[src/rtl/keypad_scan_ctrl.sv]
// rtl/keypad_scan_ctrl.sv - 4x4 keypad scanner with frame debounce and key-code FIFO
module keypad_scan_ctrl #(
    parameter int SCAN_DIV     = 16,
    parameter int DEBOUNCE_CNT = 4,
    parameter int FIFO_DEPTH   = 4
) (
    input  logic       clk,
    input  logic       reset,
    input  logic       enable,
    input  logic [3:0] row,
    output logic [3:0] column,
    output logic [3:0] key_code,
    output logic       key_valid,
    input  logic       key_pop,
    output logic [4:0] fifo_count,
    output logic       overflow,
    input  logic       overflow_clr,
    output logic       interrupt
);
    localparam int         DW       = $clog2(SCAN_DIV);
    localparam int         AW       = $clog2(FIFO_DEPTH);
    localparam logic [3:0] CNT_MAX  = 4'(DEBOUNCE_CNT);
    localparam logic [4:0] FULL_CNT = 5'(FIFO_DEPTH);

    typedef enum logic [1:0] {IDLE, SCAN, EVAL} state_t;
    typedef enum logic [1:0] {CLS_NONE, CLS_KEY, CLS_MULTI} cls_t;

    state_t        state, state_nxt;
    logic [3:0]    row_s1, row_s2;
    logic [DW-1:0] div;
    logic [1:0]    col_idx;
    logic [15:0]   frame;
    cls_t          cand_cls, acc_cls, frm_cls;
    logic [3:0]    cand_code, acc_code, frm_code, stable_cnt, new_cnt, key_idx;
    logic [4:0]    key_n;
    logic          div_done, accept, push;

    logic [3:0]    mem [FIFO_DEPTH];
    logic [AW-1:0] wr_ptr, rd_ptr;
    logic [4:0]    count;
    logic          do_push, do_pop;

    assign div_done = (div == DW'(SCAN_DIV - 1));

    always_ff @(posedge clk) begin
        if (!reset) state <= IDLE;
        else        state <= state_nxt;
    end

    always_comb begin
        state_nxt = state;
        column    = 4'b1111;
        case (state)
            IDLE: if (enable) state_nxt = SCAN;
            SCAN: begin
                column = ~(4'b0001 << col_idx);
                if (!enable)                          state_nxt = IDLE;
                else if (div_done && col_idx == 2'd3) state_nxt = EVAL;
            end
            EVAL:    state_nxt = enable ? SCAN : IDLE;
            default: state_nxt = IDLE;
        endcase
    end

    // Frame bit row*4+col is set when that key reads low, so the key code is the bit index.
    always_comb begin
        key_n   = 5'd0;
        key_idx = 4'd0;
        for (int i = 0; i < 16; i++) begin
            if (frame[i]) begin
                key_n   = key_n + 5'd1;
                key_idx = 4'(i);
            end
        end
        if (key_n == 5'd0)      frm_cls = CLS_NONE;
        else if (key_n == 5'd1) frm_cls = CLS_KEY;
        else                    frm_cls = CLS_MULTI;
        frm_code = (frm_cls == CLS_KEY) ? key_idx : 4'd0;

        if (frm_cls == cand_cls && frm_code == cand_code)
            new_cnt = (stable_cnt == CNT_MAX) ? stable_cnt : stable_cnt + 4'd1;
        else
            new_cnt = 4'd1;
        accept = (new_cnt == CNT_MAX) && (frm_cls != CLS_MULTI) &&
                 ((frm_cls != acc_cls) || (frm_code != acc_code));
        push   = (state == EVAL) && enable && accept && (frm_cls == CLS_KEY);
    end

    always_ff @(posedge clk) begin
        if (!reset) begin
            row_s1     <= 4'b1111;
            row_s2     <= 4'b1111;
            div        <= '0;
            col_idx    <= 2'd0;
            frame      <= 16'd0;
            cand_cls   <= CLS_NONE;
            cand_code  <= 4'd0;
            stable_cnt <= 4'd0;
            acc_cls    <= CLS_NONE;
            acc_code   <= 4'd0;
        end else begin
            row_s1 <= row;
            row_s2 <= row_s1;
            if (!enable) begin
                div        <= '0;
                col_idx    <= 2'd0;
                frame      <= 16'd0;
                cand_cls   <= CLS_NONE;
                cand_code  <= 4'd0;
                stable_cnt <= 4'd0;
                acc_cls    <= CLS_NONE;
                acc_code   <= 4'd0;
            end else begin
                case (state)
                    SCAN: begin
                        if (div_done) begin
                            div <= '0;
                            for (int r = 0; r < 4; r++)
                                frame[{2'(r), col_idx}] <= ~row_s2[r];
                            col_idx <= col_idx + 2'd1;
                        end else begin
                            div <= div + DW'(1);
                        end
                    end
                    EVAL: begin
                        cand_cls   <= frm_cls;
                        cand_code  <= frm_code;
                        stable_cnt <= new_cnt;
                        if (accept) begin
                            acc_cls  <= frm_cls;
                            acc_code <= frm_code;
                        end
                        div     <= '0;
                        col_idx <= 2'd0;
                    end
                    default: begin
                        div     <= '0;
                        col_idx <= 2'd0;
                    end
                endcase
            end
        end
    end

    // A pop frees the slot the same cycle, so a push into a full FIFO with a pop succeeds.
    assign do_pop  = key_pop && (count != 5'd0);
    assign do_push = push && ((count != FULL_CNT) || do_pop);

    always_ff @(posedge clk) begin
        if (!reset) begin
            wr_ptr   <= '0;
            rd_ptr   <= '0;
            count    <= 5'd0;
            overflow <= 1'b0;
        end else begin
            if (do_push) wr_ptr <= wr_ptr + AW'(1);
            if (do_pop)  rd_ptr <= rd_ptr + AW'(1);
            count <= count + {4'd0, do_push} - {4'd0, do_pop};
            if (push && !do_push)  overflow <= 1'b1;
            else if (overflow_clr) overflow <= 1'b0;
        end
    end

    always_ff @(posedge clk) begin
        if (do_push) mem[wr_ptr] <= frm_code;
    end

    assign key_valid  = (count != 5'd0);
    assign key_code   = key_valid ? mem[rd_ptr] : 4'd0;
    assign fifo_count = count;
    assign interrupt  = key_valid;
endmodule

[config.mk]
export PLATFORM = sky130hd
export DESIGN_NAME = keypad_scan_ctrl
export DESIGN_NICKNAME = d
export VERILOG_FILES = /design/src/rtl/keypad_scan_ctrl.sv
export SDC_FILE = /design/constraint.sdc
export NUM_CORES = 1
export LEC_CHECK = 0
export CORE_UTILIZATION = 33
export DETAILED_ROUTE_END_ITERATION = 16
export DONT_BUFFER_PORTS = 1
export PLACE_DENSITY = 0.56
export SYNTH_ARGS = -nofsm -noshare
export SYNTH_HDL_FRONTEND = slang
export SYNTH_SLANG_ARGS = --single-unit
[constraint.sdc]
create_clock -name clk -period 28.1 [get_ports clk]
set_input_delay 1.405 -clock clk [delete_from_list [all_inputs] [get_ports clk]]
set_output_delay 1.405 -clock clk [all_outputs]
set_load 0.01 [all_outputs]
# Word-level counts from Yosys, hierarchy flattened
# Memories as Yosys holds them, arrays and structs flattened. A register that Yosys moved wholly into a read port is not among the register bits.
# Index checks and enable logic that the tools add are counted.
# totals
register_bits	58
latchBits	0
ramBits	16
mem_bits_ro	0
input_bits	9
memories	1
# memory_table
name	depth	word_bits	rd	rd_ports_with_merged_regs	write_ports	line_no	source
mem	4	4	1	1	1	38	logic [3:0] mem [FIFO_DEPTH];
# classes
add_sub_neg	22
multipliers	0
div_mod_pow	0
magnitude_cmp	8
n_eq_ne	16
shifts	1
n_mux	61
n_bitwise	8
reduce_logical	27
# ops
operator	n
4-bit two-way mux	19
5-bit by 1-bit adder with 5-bit output, second input constant	15
5-bit two-way mux	15
16-bit bitwise mux	4
1-bit logical AND	14
2-bit two-way mux	7
1-bit two-way mux	11
4-bit by 5-bit < comparator with 1-bit output, second input constant	2
4-bit by 1-bit adder with 4-bit output, second input constant	2
1-bit demux with 2-bit select	4
4-bit by 3-bit equality test with 1-bit output, second input constant	2
4-bit by 1-bit >= comparator with 1-bit output, second input constant	2
2-bit AND reduction	4
1-bit inverter	7
2-bit by 1-bit adder with 2-bit output, second input constant	3
2-bit case mux with 3 select lines	1
5-bit by 1-bit adder with 5-bit output	1
5-bit by 1-bit equality test with 1-bit output, second input constant	1
5-bit zero test	1
2-bit by 5-bit < comparator with 1-bit output, second input constant	1
3-bit by 5-bit < comparator with 1-bit output, second input constant	1
5-bit by 3-bit inequality test with 1-bit output, second input constant	1
5-bit nonzero test	1
5-bit by 1-bit subtractor with 5-bit output	1
19 further kinds	23

# Longest topological paths before layout
# Gate-level depths: netlist of the first run.
# logic_depth
ltp_word	48
mapped_depth	60
depth_no_buf	58

# Worst setup path after synthesis of the first run
# OpenSTA, ideal clock, no wires.
# synth_path
kind	reg2reg
start	register frame[0]
end	register count[4] (netlist: fifo_count[4])
setup_time_ps	70
t_arrival_ps	12084
required_time_ps	28030
path_slack_ps	15946
path_stages_with_launch	58
period_less_slack_ps	12154
path_cell_list	dfxtp_1 -> ha_1 -> or2_2 -> and2_1 -> ha_1 -> mux2_2 -> ha_1 -> mux2_2 -> ha_1 -> and2_1 -> a41oi_1 -> nand2_1 -> ha_1 -> nor2_1 -> a31oi_1 -> ha_1 -> o21ai_0 -> a31oi_1 -> [22 not listed] -> nand2_1 -> or2_2 -> nor2_1 -> mux2i_2 -> xnor3_2 -> nor3_4 -> mux2_2 -> a211oi_1 -> and2_0 -> inv_1 -> ha_1 -> inv_1 -> ha_1 -> fa_1 -> a21oi_1 -> nor2_1 -> or3_1 -> a21oi_1
# synth_between
elab_chain_cells	47
word_cells_on_any_way	53
cone_classes	add/sub: 17; eq/ne: 8; mux: 20; reduce/logical: 8
# synth_lines
item	line_no	source
start: declaration	32	logic [15:0] frame;
start signal: indexed assignment	119	frame[{2'(r), col_idx}] <= ~row_s2[r];
1-bit two-way mux *	70	if (frame[i]) begin
5-bit by 1-bit adder with 5-bit output	71	key_n = key_n + 5'd1;
5-bit two-way mux *	70	
5-bit by 1-bit adder with 5-bit output	71	
5-bit two-way mux *	70	
5-bit by 1-bit adder with 5-bit output	71	
5-bit two-way mux *	70	
5-bit by 1-bit adder with 5-bit output	71	
[30 not listed]	--	
4-bit two-way mux	80	if (frm_cls == cand_cls && frm_code == cand_code)
4-bit by 3-bit equality test with 1-bit output	84	accept = (new_cnt == CNT_MAX) && (frm_cls != CLS_MULTI) &&
1-bit logical AND (2 in series)	84	
1-bit logical AND	86	push = (state == EVAL) && enable && accept && (frm_cls == CLS_KEY);
1-bit logical AND *	86	
1-bit logical AND *	147	assign do_push = push && ((count != FULL_CNT) || do_pop);
5-bit by 1-bit adder with 5-bit output *	158	count <= count + {4'd0, do_push} - {4'd0, do_pop};
5-bit by 1-bit subtractor with 5-bit output *	158	
end signal: assignment	158	
end: declaration	40	logic [4:0] count;
# Mark *: on every way between the ends. The rest lies on a longest branch, timed or not.
# A chain may end at the register's enable or synchronous reset.

# Final worst setup path of the first run
# layout_path
start	register frame[1]
end	register count[4] (netlist: fifo_count[4])
# layout_between
elab_chain_cells	45
word_cells_on_any_way	66
cone_classes	add/sub: 16; eq/ne: 8; mux: 34; reduce/logical: 8
# layout_lines
item	line_no
5-bit two-way mux	70
5-bit by 1-bit adder with 5-bit output	71
5-bit two-way mux	70
5-bit by 1-bit adder with 5-bit output	71
5-bit two-way mux	70
5-bit by 1-bit adder with 5-bit output	71
5-bit two-way mux	70
5-bit by 1-bit adder with 5-bit output	71
[28 not listed]	--
4-bit two-way mux	80
4-bit by 3-bit equality test with 1-bit output	84
1-bit logical AND (2 in series)	84
1-bit logical AND	86
1-bit logical AND *	86
1-bit logical AND *	147
5-bit by 1-bit adder with 5-bit output *	158
5-bit by 1-bit subtractor with 5-bit output *	158
# Marked as above.

==> impl_metrics.env, run 1 <==
export IMPL_synth_compound_area_frac=0.1568
export IMPL_ios=25
export IMPL_power_density_mw_per_mm2=47.68
export IMPL_num_antenna_cells=0
export IMPL_cts_root_buf="clkbuf_16"
export IMPL_grt_first_pass_wirelength_mm=19.28
export IMPL_rsz0062_at_grt="no"
export IMPL_clock_sinks=76
export IMPL_ys_types=83
export IMPL_num_rows=45
export IMPL_syn_avg_cell_area_sq_um=9.072
export IMPL_synth_nets=625
export IMPL_drt_iter0_drc=199
export IMPL_fmax_mhz=74.83
export IMPL_yosysSeqAreaShare=0.3180
export IMPL_nets=614
export IMPL_synth_commonest_cells="nor2_1 (63), dfxtp_1 (60), nand2_1 (54)"
export IMPL_path_max_fanout=7
export IMPL_yosysMostFrequentCell="nor2_1"
export IMPL_worst_pin_slew_ps=782.2
export IMPL_setup_violations=0
export IMPL_post_place_cells=772
export IMPL_drv_cap=0
export IMPL_hold_viol=0
export IMPL_ant_nets=0
export IMPL_initial_utilization=0.3428
export IMPL_cts_resized=0
export IMPL_end_kind="register"
export IMPL_required_ps=28360
export IMPL_synth_top_cell_by_area="dfxtp_1"
export IMPL_outcome="finished, final reports clean"
export IMPL_hold_path_class="register to register"
export IMPL_fin_setup_tns_ps=0
export IMPL_slew_headroom=0.4775
export IMPL_core_sq_mm=0.01543
export IMPL_yosys_area_share_simple=0.2323
export IMPL_vias=4064
export IMPL_vdd_drop_max_mv=0.04567
export IMPL_crit_arrival_ps=13620
export IMPL_synth_top_area_frac=0.2271
export IMPL_syn2layout_area_growth_pct=8.706
export IMPL_drive_gt1_frac=0.09879
export IMPL_grt_pass1_vias=3945
export IMPL_path_class="register to register"
export IMPL_htreeDepth=3
export IMPL_yosysWarnings=0
export IMPL_worst_path_buf_inv=3
export IMPL_die_area_sq_mm=0.01654
export IMPL_grt_antenna_before_repair=0
export IMPL_drt_wl_total_mm=11.23
export IMPL_start_kind="register"
export IMPL_first_pass_iters=4
export IMPL_syn_cell_area_sq_mm=0.005289
export IMPL_postCtsSetupRepairBufs=0
export IMPL_grtUsageTotal=0.1451
export IMPL_synth_top_family_by_area="simple AND/OR/NAND/NOR gates"
export IMPL_gp_congestion=0.7766
export IMPL_period_minus_slack_ps=13360
export IMPL_portBuffers=0
export IMPL_synthMuxAreaShare=0.03596
export IMPL_total_power_mw=0.2741
export IMPL_skew_ps=4.703
export IMPL_die_y_microns=128.6
export IMPL_clk_pin_slew_worst_paths_ps=60
export IMPL_ctsHoldBuffers=0
export IMPL_fin_crit_sh=0.4756
export IMPL_cp_slowest_cell="xnor3_2"
export IMPL_yosys_register_bits=76
export IMPL_dp_hpwl_mm=8.776
export IMPL_grt_max_degree=19
export IMPL_power_leakage_nw=2.264
export IMPL_ys_top_cells_by_area="dfxtp_1 (23%), edfxtp_1 (9.1%), ha_1 (7.6%)"
export IMPL_route_detailed_drc=0
export IMPL_synth_ff_type="dfxtp_1"
export IMPL_die_w_microns=128.6
export IMPL_final_util=0.3727
export IMPL_synthAdderAreaFrac=0.08138
export IMPL_crit_family="adder cells"
export IMPL_synth_cells=583
export IMPL_synth_edf_count=16
export IMPL_cts_buffers=9
export IMPL_cp_common_cell="ha_1"
export IMPL_grt_overflow_total=0
export IMPL_cts_tree="done"
export IMPL_synth_xor_area_share=0.1337
export IMPL_maxSlewViolCount=0
export IMPL_via_per_inst=5.157
export IMPL_wl_per_cell_microns=14.25
export IMPL_cts_buffer_depth=2
export IMPL_clk_insertion_delay_late_ps=330
export IMPL_fin_cells=788
export IMPL_crit_path_max_incr_delay_ps=550
export IMPL_fillers=1595
export IMPL_async_reset_ff_frac=0
-- worst paths after layout --
kind	slack, ps	cells past startpoint	startpoint	endpoint
setup / recovery	14740	57	frame[1]$_SDFFE_PN0P_	fifo_count[4]$_SDFF_PN0_
hold / removal	400	1	row_s1[1]$_SDFF_PN1_	row_s2[1]$_SDFF_PN1_
setup reg to reg	14740	57	frame[1]$_SDFFE_PN0P_	fifo_count[4]$_SDFF_PN0_
hold reg to reg	400	1	row_s1[1]$_SDFF_PN1_	row_s2[1]$_SDFF_PN1_
-- state kept, by name (all words and copies together) (netlist names), named ones only --
name	cells
mem	16
acc_cls	2
stable_cnt	4
fifo_count	5
div	4
cand_cls	2
cand_code	4
col_idx	2
acc_code	4
state	2
rd_ptr	2
row_s1	4
frame	16
overflow	1
wr_ptr	2
row_s2	4
-- per-layer routing --
metal,up-vias,part of all wire,GRT usage
li1,2076,-,-
met1,1930,0.50,0.1925
met2,52,0.47,0.2442
met3,6,0.024,0.02162
met4,0,0.0088,0.04221
met5,-,0,0
-- metrics by stage --
step	setup WS [ps]	hold WS (ps)	cell area [sq um]
3_5_place_dp	14860	391.6	5463
2_1_floorplan	15950	386.3	5289
6_report	14740	405.0	5749
3_3_place_gp	15280	390.1	5463
4_1_cts	14780	405.6	5749
5_1_grt	13840	418.4	5749
-- area by class of cell --
cell class | count | area, sq um | area share
Clock buffer | 11 | 252.7 | 0.04396
Clock inverter | 5 | 33.78 | 0.005876
Multi-Input combinational cell | 451 | 3386 | 0.5889
Inverter | 33 | 123.9 | 0.02155
Sequential cell | 76 | 1682 | 0.2925
Timing Repair Buffer | 1 | 7.507 | 0.001306
Tap cell | 211 | 264.0 | 0.04592
-- cells in the final DEF (no fill, tap or decap), drive strengths merged, types with 13 or more instances in the layout --
cell type	instances
nand3	22
nand2	55
and2	16
edfxtp	16
a211oi	24
o21ai	17
dfxtp	60
nand2b	13
ha	32
xnor2	26
xor2	19
a21oi	24
nor2	64
inv	35
-- where the power goes --
group          internal (mW)  total, mW  switching [mW]  leakage (nW)
Clock                 0.0647      0.108          0.0432         0.146
Combinational         0.0187     0.0415          0.0227          1.46
Sequential             0.117      0.125         0.00772         0.656
Total                  0.200      0.274          0.0737          2.26
-- kinds of logic (layout without fill, tap and decap cells) --
logic type / count (synthesis) / in the layout
flops: 76 / 76
simple gates: 235 / 235
buf+inv: 56 / 50
compound gates: 112 / 112
fa+ha+maj: 34 / 34
mux: 13 / 13
xor+xnor: 57 / 57
-- worst register-to-register path: cells and delay by family, from the launching register on --
| kind | cells | cell delay [ps] |
|---|---|---|
| adders and majority gates | 17 | 4920 |
| muxes | 5 | 1370 |
| xor gates and xnor gates | 1 | 550 |
| and+or+nand+nor | 19 | 2830 |
| AOI/OAI and AO/OA | 12 | 3140 |
| DFF | 1 | 330 |
| buffers and inverters | 3 | 150 |
Note: power is estimated with default switching activity, not from simulation.
==> run 2: changes to the inputs <==
- PLACE_DENSITY: 0.56 -> 0.57
- clock period: 28.1 -> 11 ns (I/O delays scaled with it)
==> run 2 against run 1 <==
  * The flow now finishes with violations (negative setup slack)
  * Hold slack worse by 110 ps
  * Critical path depth is the same
  * Clock skew increased by 2.3 ps
  * Combinational power increased to 3.4 times the previous value
  * Global-route usage is 1.5 points higher
  * First-iteration DRC count increased by 24%
  * Non-clock buffer count grew 75
  * Wire length is 18% higher
  * Register-to-register slack got worse by 15000 ps
  * Cell count up 9.6%
==> impl_metrics.env, run 2 (synthesis results as in run 1) <==
export IMPL_mostFrequentLayoutCells="buf_4 (71), nor2_1 (60), dfxtp_1 (58)"
export IMPL_end_kind="register"
export IMPL_grt_antenna_before_repair=1
export IMPL_fin_crit_sh=1.001
export IMPL_first_pass_iters=5
export IMPL_start_kind="register"
export IMPL_rsz0062_at_grt="yes"
export IMPL_drt_wl_total_mm=13.22
export IMPL_grt_overflow_total=0
export IMPL_final_common_cell="buf_4"
export IMPL_clk_insertion_delay_late_ps=330
export IMPL_period_minus_slack_ps=11010
export IMPL_cts_tree="done"
export IMPL_drive_gt1_frac=0.2653
export IMPL_post_place_cells=806
export IMPL_die_w_microns=128.6
export IMPL_crit_arrival_ps=11270
export IMPL_clock_sinks=76
export IMPL_die_y_microns=128.6
export IMPL_core_sq_mm=0.01543
export IMPL_placed_area_sq_mm=0.005832
export IMPL_drt_iter0_drc=247
export IMPL_fin_cells=864
export IMPL_outcome="finished with violations"
export IMPL_vdd_drop_max_mv=0.08217
export IMPL_cp_common_cell="ha_4"
export IMPL_ant_nets=0
export IMPL_ios=25
export IMPL_worst_pin_slew_ps=766.8
export IMPL_path_max_fanout=4
export IMPL_via_per_inst=5.279
export IMPL_cts_buffers=9
export IMPL_grt_pass1_vias=4314
export IMPL_maxSlewViolCount=0
export IMPL_route_detailed_drc=0
export IMPL_hold_path_class="input pin to register"
export IMPL_die_area_sq_mm=0.01654
export IMPL_required_ps=11270
export IMPL_place_ws_ps=-364.4
export IMPL_gp_congestion=0.8145
export IMPL_num_rows=45
export IMPL_portBuffers=0
export IMPL_clk_pin_slew_worst_paths_ps=60
export IMPL_nets=689
export IMPL_slew_headroom=0.4878
export IMPL_grt_first_pass_wirelength_mm=21.20
export IMPL_drv_cap=0
export IMPL_initial_utilization=0.3428
export IMPL_ctsHoldBuffers=0
export IMPL_path_class="register to register"
export IMPL_worst_path_buf_inv=3
export IMPL_power_leakage_nw=2.676
export IMPL_fmax_mhz=90.85
export IMPL_cts_buffer_depth=2
export IMPL_wl_per_cell_microns=15.30
export IMPL_violations="negative setup slack"
export IMPL_hold_viol=0
export IMPL_final_area_sq_mm=0.006720
export IMPL_timing_final_ws_setup_ps=-7.570
export IMPL_setup_violations=1
export IMPL_final_util=0.4356
export IMPL_grtUsageTotal=0.1602
export IMPL_grt_max_degree=31
export IMPL_crit_path_max_incr_delay_ps=370
export IMPL_vias=4561
export IMPL_power_density_mw_per_mm2=111.8
export IMPL_syn2layout_area_growth_pct=27.06
export IMPL_cp_slowest_cell="a221o_1"
export IMPL_fillers=1486
export IMPL_cts_root_buf="clkbuf_16"
export IMPL_skew_ps=7.032
export IMPL_crit_family="adder cells"
export IMPL_dp_hpwl_mm=9.583
export IMPL_htreeDepth=3
==> run 2: changes by cell type in the layout (fill, tap and decap cells not counted), sizes merged <==
| cell | delta |
|---|---|
| buf | +75 |
| clkbuf | -2 |
| clkinvlp | +2 |
| bufinv | +1 |
| diode | +1 |
| inv | -1 |
==> run 2: timing repair <==
action                                  4_1_cts  5_1_grt
cloned                                        0        0
resized for setup                            12       35
buffers inserted                             25       17
pin swaps                                    21       13
endpoints found under the setup margin        3        4
==> run 2: metrics by stage <==
| step | setup TNS [ps] | power, mW | hold WS (ps) |
|---|---|---|---|
| after floorplan | -320.5 | 0.4164 | 386.3 |
| after global placement | -15.38 | 0.4316 | 414.8 |
| after detailed placement | -370.7 | 0.4372 | 411.4 |
| after CTS | -24.71 | 0.7349 | 285.3 |
| after global routing | -655.4 | 0.7853 | 284.8 |
| final | -7.570 | 0.7515 | 297.7 |
==> run 2: layout make-up <==
class	instances	area (sq um)	share of cell area
tap	211	264.0	0.03928
sequential	76	1689	0.2513
antenna	1	2.502	0.0003724
inverter	33	123.9	0.01843
clock inverter	7	76.32	0.01136
clock buffer	9	225.2	0.03351
timing repair buffer	76	589.3	0.08769
multi-input combinational	451	3750	0.5580
==> run 2: routing by layer <==
| metal | part of all wire | track usage |
|---|---|---|
| met1 | 0.47 | 0.2149 |
| met2 | 0.47 | 0.2677 |
| met3 | 0.039 | 0.02412 |
| met4 | 0.018 | 0.04360 |
| met5 | 0 | 0 |
==> run 2: report_power, final <==
group | internal (mW) | switching [mW] | total [mW]
clock | 0.177 | 0.116 | 0.292
combinational | 0.0708 | 0.0687 | 0.140
sequential | 0.298 | 0.0212 | 0.320
==> run 2: worst paths after layout <==
check,depth (start not counted),startpoint,end,slack (ps)
max,57,frame[0]$_SDFFE_PN0P_,fifo_count[4]$_SDFF_PN0_,-8
min,1,overflow_clr,overflow$_SDFFE_PN0P_,300
max reg2reg,57,frame[0]$_SDFFE_PN0P_,fifo_count[4]$_SDFF_PN0_,-8
min reg2reg,1,row_s1[1]$_SDFF_PN1_,row_s2[1]$_SDFF_PN1_,430
